<file path="config.mk">
export PLATFORM = sky130hd
export DESIGN_NAME = card_reveal_ctrl
export DESIGN_NICKNAME = d
export VERILOG_FILES = /design/src/rtl/card_reveal_ctrl.sv
export SDC_FILE = /design/constraint.sdc
export NUM_CORES = 1
export LEC_CHECK = 0
export ABC_AREA = 1
export CAP_MARGIN = 20
export CELL_PAD_IN_SITES_DETAIL_PLACEMENT = 0
export CELL_PAD_IN_SITES_GLOBAL_PLACEMENT = 1
export CORE_MARGIN = 3
export CORE_UTILIZATION = 30
export CTS_BUF_LIST = sky130_fd_sc_hd__clkbuf_2 sky130_fd_sc_hd__clkbuf_4 sky130_fd_sc_hd__clkbuf_8
export DETAILED_ROUTE_END_ITERATION = 16
export GPL_ROUTABILITY_DRIVEN = 1
export PLACE_DENSITY = 0.7
export SLEW_MARGIN = 30
export SYNTH_ARGS = -nofsm -noshare
export SYNTH_HDL_FRONTEND = slang
export SYNTH_SLANG_ARGS = --single-unit
</file>
<file path="constraint.sdc">
create_clock -name pclk -period 2.8 [get_ports pclk]
set_input_delay 0.56 -clock pclk [delete_from_list [all_inputs] [get_ports pclk]]
set_output_delay 0.56 -clock pclk [all_outputs]
set_load 0.01 [all_outputs]
</file>
<file path="src/rtl/card_reveal_ctrl.sv">
// card_reveal_ctrl: memory-game reveal sequencer driving per-card draw_rect enables.
// Tracks up to two face-up cards, holds a pair for SHOW_FRAMES frames, then
// keeps it shown on a match or hides it on a mismatch. The enables are only
// updated on frame_tick, so a card never changes state partway through a frame.
module card_reveal_ctrl #(
  parameter int unsigned NUM_CARDS   = 16,
  parameter int unsigned IDX_W       = 4,
  parameter int unsigned VAL_W       = 3,
  parameter int unsigned SHOW_FRAMES = 60
) (
  input  logic                       pclk,
  input  logic                       rst,
  input  logic                       frame_tick,
  input  logic [NUM_CARDS*VAL_W-1:0] card_values,
  input  logic                       new_game,
  input  logic                       sel_valid,
  input  logic [IDX_W-1:0]           sel_idx,
  output logic                       sel_ready,
  output logic [NUM_CARDS-1:0]       enable_mask,
  output logic [NUM_CARDS-1:0]       matched_mask,
  output logic                       match_pulse,
  output logic                       mismatch_pulse,
  output logic [7:0]                 moves,
  output logic                       game_done
);

  localparam int unsigned CNT_W = 8;

  typedef enum logic [2:0] {
    S_IDLE,
    S_ONE_UP,
    S_SHOW,
    S_EVAL,
    S_DONE
  } state_t;

  state_t               state_q, state_d;
  logic [IDX_W-1:0]     first_q, first_d;
  logic [IDX_W-1:0]     second_q, second_d;
  logic [CNT_W-1:0]     cnt_q, cnt_d;
  logic [NUM_CARDS-1:0] shown_q, shown_d;
  logic [NUM_CARDS-1:0] matched_q, matched_d;
  logic [NUM_CARDS-1:0] enable_q, enable_d;
  logic [7:0]           moves_q, moves_d;
  logic                 match_q, match_d;
  logic                 mismatch_q, mismatch_d;
  logic                 done_q, done_d;

  logic [NUM_CARDS-1:0] sel_bit, first_bit, second_bit;
  logic [VAL_W-1:0]     first_val, second_val;
  logic                 in_range, accept;

  // Selection decode: one-hot of the candidate card and the accept qualifier.
  always_comb begin
    sel_ready  = (state_q == S_IDLE) || (state_q == S_ONE_UP);
    sel_bit    = NUM_CARDS'(1) << sel_idx;
    first_bit  = NUM_CARDS'(1) << first_q;
    second_bit = NUM_CARDS'(1) << second_q;
    in_range   = 32'(sel_idx) < NUM_CARDS;
    accept     = sel_valid && sel_ready && in_range &&
                 !(|(sel_bit & matched_q)) &&
                 ((state_q != S_ONE_UP) || (sel_idx != first_q));
  end

  // Face-value lookup of the two revealed cards (index compare avoids wide index math).
  always_comb begin
    first_val  = '0;
    second_val = '0;
    for (int i = 0; i < int'(NUM_CARDS); i++) begin
      if (IDX_W'(i) == first_q)  first_val  = card_values[i*VAL_W +: VAL_W];
      if (IDX_W'(i) == second_q) second_val = card_values[i*VAL_W +: VAL_W];
    end
  end

  // Next-state and datapath update; new_game overrides everything except the enable load.
  always_comb begin
    state_d    = state_q;
    first_d    = first_q;
    second_d   = second_q;
    cnt_d      = cnt_q;
    shown_d    = shown_q;
    matched_d  = matched_q;
    moves_d    = moves_q;
    match_d    = 1'b0;
    mismatch_d = 1'b0;
    done_d     = done_q;
    enable_d   = frame_tick ? (shown_q | matched_q) : enable_q;

    case (state_q)
      S_IDLE: begin
        if (accept) begin
          first_d = sel_idx;
          shown_d = shown_q | sel_bit;
          state_d = S_ONE_UP;
        end
      end
      S_ONE_UP: begin
        if (accept) begin
          second_d = sel_idx;
          shown_d  = shown_q | sel_bit;
          cnt_d    = '0;
          state_d  = S_SHOW;
        end
      end
      S_SHOW: begin
        if (frame_tick) begin
          cnt_d = cnt_q + CNT_W'(1);
          if (cnt_q == CNT_W'(SHOW_FRAMES - 1)) state_d = S_EVAL;
        end
      end
      S_EVAL: begin
        moves_d = (moves_q == 8'hFF) ? moves_q : moves_q + 8'd1;
        if (first_val == second_val) begin
          matched_d = matched_q | first_bit | second_bit;
          match_d   = 1'b1;
        end else begin
          shown_d    = shown_q & ~(first_bit | second_bit);
          mismatch_d = 1'b1;
        end
        if (&matched_d) begin
          state_d = S_DONE;
          done_d  = 1'b1;
        end else begin
          state_d = S_IDLE;
        end
      end
      S_DONE: begin
        state_d = S_DONE;
      end
      default: begin
        state_d = S_IDLE;
      end
    endcase

    if (new_game) begin
      state_d    = S_IDLE;
      shown_d    = '0;
      matched_d  = '0;
      moves_d    = '0;
      done_d     = 1'b0;
      match_d    = 1'b0;
      mismatch_d = 1'b0;
    end
  end

  // State and datapath registers.
  always_ff @(posedge pclk or negedge rst) begin
    if (!rst) begin
      state_q    <= S_IDLE;
      first_q    <= '0;
      second_q   <= '0;
      cnt_q      <= '0;
      shown_q    <= '0;
      matched_q  <= '0;
      enable_q   <= '0;
      moves_q    <= '0;
      match_q    <= 1'b0;
      mismatch_q <= 1'b0;
      done_q     <= 1'b0;
    end else begin
      state_q    <= state_d;
      first_q    <= first_d;
      second_q   <= second_d;
      cnt_q      <= cnt_d;
      shown_q    <= shown_d;
      matched_q  <= matched_d;
      enable_q   <= enable_d;
      moves_q    <= moves_d;
      match_q    <= match_d;
      mismatch_q <= mismatch_d;
      done_q     <= done_d;
    end
  end

  assign enable_mask    = enable_q;
  assign matched_mask   = matched_q;
  assign match_pulse    = match_q;
  assign mismatch_pulse = mismatch_q;
  assign moves          = moves_q;
  assign game_done      = done_q;

endmodule
</file>
==> impl_results.md <==
* Crit Path Max Fanout at 7
* Inserted Diodes at 0
* Worst hold path type: in2async
* Syn_nets at 851
* Mux contribution to synthesized area at 0%
* Final Util at 47.94%
* Most used DFF post-synth: dfrtp_1
* Clk sink count at 78
* Syn Area/Cell at 6.654 um^2
* Post-synth EDFFs at 0
* Synth Area in XOR/XNOR at 0.1662%
* Clk_lat worst skew at 0.37 ns
* Max-cap violation count at 0
* Setup violations, final at 14
* # rows at 47
* CTS tree: done
* Compound-Gate Fraction of Synth Area at 16.52%
* Vias in the first global route at 5915
* Synth-to-Final Area Change at 53.51%
* Simple-gate area share of the yosys netlist at 36.13%
* Longest Clk Path Bufs at 2
* LEAKAGE at 0.003656 uW
* Worst Tran Pin Value at 0.6770 ns
* RSZ-0062 raised after global routing: yes
* GRT Total Usage at 19.95%
* # IOs at 101
* CORE AREA at 0.01688 mm^2
* Synth async-reset ratio at 100.0%
* Setup skew after layout at 0.01124 ns
* Clk slew on worst S/H paths at 0.08 ns
* Filler cells at 1751
* Fin Hold WS at 0.1404 ns
* Min Tclk post-route at 2.897 ns
* GRT Residual Overflow at 0
* Final Cycle Share at 103.5%
* DRT Pass-1 Iters at 5
* Via count at 6009
* Nets@finish at 1080
* Mapped Area at 0.005270 mm^2
* WP data required at 3.09 ns
* Root buf cell: clkbuf_8
* Commonest non-fill, non-tap cell in the layout: nand2_1
* Post-place setup slack at -0.5152 ns
* DRC viols at 0
* Startpoint Class: flop
* Failing checks: negative setup slack
* CP Class: reg2reg
* CTS Hold Bufs at 0
* Pwr dens at 925.0 mW/mm^2
* F_max at 0.3452 GHz
* Initial DRC count at 315
* DPL Wire Length at 15.15 mm
* R2r startpoint: second_q[2]
* Post-Layout Inst Area at 0.008090 mm^2
* Routed Antenna Nets at 0
* Commonest cells after routing, fill and taps aside: nand2_1, buf_4, clkdlybuf4s50_1
* Total CTS buffers at 9
* Fraction of the mapped netlist area in adder cells at 0.4748%
* CP arrival at 3.19 ns
* Routability cong. at 0.9163
* CP Capture Type: flop
* Final Max Slew Viols at 0
* Routed len/inst at 15.35 um
* Synth unique cells at 41
* Ratio of cells with drive above 1 in the final layout at 27.71%
* Mapped Cells at 792
* Synth warn at 0
* Status: complete, but fails checks
* Total Routed Length at 19.11 mm
* Count of state elements after synthesis at 78
* Post-DR vias/cell at 4.827
* Worst setup path startpoint: second_q[2]
* Initial Util at 31.23%
* Post-route worst setup slack at -0.09674 ns
* I/O Buffers at 100
* Full die area at 0.01919 mm^2
* Sequential share of the synthesized area at 37.04%
* Final hold violation count at 0
* Area after DPL at 0.007420 mm^2
* Die Wd at 138.5 um
* Max VDD drop at 0.4302 mV
* Antenna violations before repair at 0
* Final TNS setup at -0.7847 ns
* Die height at 138.5 um
* Largest family of logic cells by synthesized area: simple AND/OR/NAND/NOR gates
* Max_slew headroom at 54.70%
* H-tree levels at 3
* First-pass GRT wire length at 31.19 mm
* Largest net degree at the start of global routing at 47
## stage by stage
| step | power (uW) | std cells |
|---|---|---|
| 2_1_floorplan | 3784 | 792 |
| 3_3_place_gp | 5613 | 1216 |
| 3_5_place_dp | 5638 | 1216 |
| 4_1_cts | 6783 | 1239 |
| 5_1_grt | 8135 | 1245 |
| 6_report | 7484 | 1245 |
## cell usage after synthesis (3+ instances only)
master / number / share of area, %
o32ai_1: 7 / 1.2
or2_0: 6 / 0.71
inv_2: 15 / 1.1
nand3_1: 62 / 5.9
o21ai_1: 3 / 0.28
o21ai_0: 55 / 5.2
nand2_1: 178 / 13
or2_2: 10 / 1.2
a21oi_1: 61 / 5.8
a31oi_1: 7 / 0.83
nand2_2: 4 / 0.47
nor2_4: 7 / 1.5
nor2_1: 114 / 8.1
buf_2: 5 / 0.47
nor4_1: 6 / 0.71
nor2_2: 5 / 0.59
dfrtp_1: 78 / 37
o22ai_1: 7 / 0.83
inv_1: 92 / 6.6
a221oi_1: 3 / 0.50
nand4_1: 15 / 1.8
nor3_1: 12 / 1.1
clkbuf_1: 14 / 1.0
## worst max-delay path, cell delays in order, from the launching register on
cell	delay [ns]
dfrtp_2	0.44
buf_4	0.16
nand2_8	0.08
nor2_4	0.05
buf_4	0.13
a21oi_1	0.11
nand3_1	0.09
nand2_1	0.08
nand2_1	0.05
nand2_1	0.06
nand4_1	0.08
nand2_1	0.09
nand2_1	0.05
nand2_1	0.08
nand2_2	0.08
nand2_2	0.09
nand2_2	0.05
nand2_2	0.07
nand3_4	0.11
buf_6	0.14
buf_6	0.13
nand2_1	0.05
nand2_1	0.06
nor2_1	0.10
nand2_1	0.06
nor2_1	0.10
nand3_1	0.10
a21oi_1	0.15
## cell families after synthesis
kind of cell	count (synthesis)
AOI/OAI and AO/OA	155
xor gates and xnor gates	1
adders and majority gates	2
buffers and inverters	129
DFF	78
and+or+nand+nor	427
## metal layers
layer	GRT usage, %	wire [um]	vias up
met5	0	0	-
met4	5.980	515	0
met3	2.414	866	35
met2	31.55	8550	190
met1	28.67	9179	2721
li1	-	-	3063
## what timing repair did
action	CTS	global route
cloned	1	0
pin swaps	14	56
hold endpoints to repair	0	0
endpoints found under the setup margin	22	36
setup buffers	7	7
gates resized for setup	54	86
## path summary, 6_finish.rpt
path                               end  slack (ns)  cells after the start
min                           cnt_q[5]        0.14                      1
max in group asynchronous  shown_q[15]        2.03                      2
min in group pclk           shown_q[9]        0.48                      1
max                          game_done        -0.1                     27
min reg2reg                 shown_q[9]        0.48                      1
max reg2reg                  game_done        -0.1                     27
## flip-flops by register name (all words and copies together), names as in the netlist, 3 cells and up
| name | cells |
|---|---|
| cnt_q | 8 |
| moves | 8 |
| state_q | 3 |
| enable_mask | 16 |
| second_q | 4 |
| first_q | 4 |
| matched_mask | 16 |
| shown_q | 16 |
## report_power, final
group | internal, uW | switching (uW)
clock network | 334 | 425
registers | 1310 | 203
logic | 2370 | 2850
## final cells by class
class                           count  area [um^2]  area share (%)
Clock buffer                       11        138.9           1.717
Clock inverter                      4        25.02          0.3093
Inverter                          107        419.2           5.181
Multi-Input combinational cell    585         3100           38.32
Sequential cell                    78         1961           24.23
Tap cell                          220        275.3           3.402
Timing Repair Buffer              240         2171           26.83
Power figures use the tool's default switching activity.
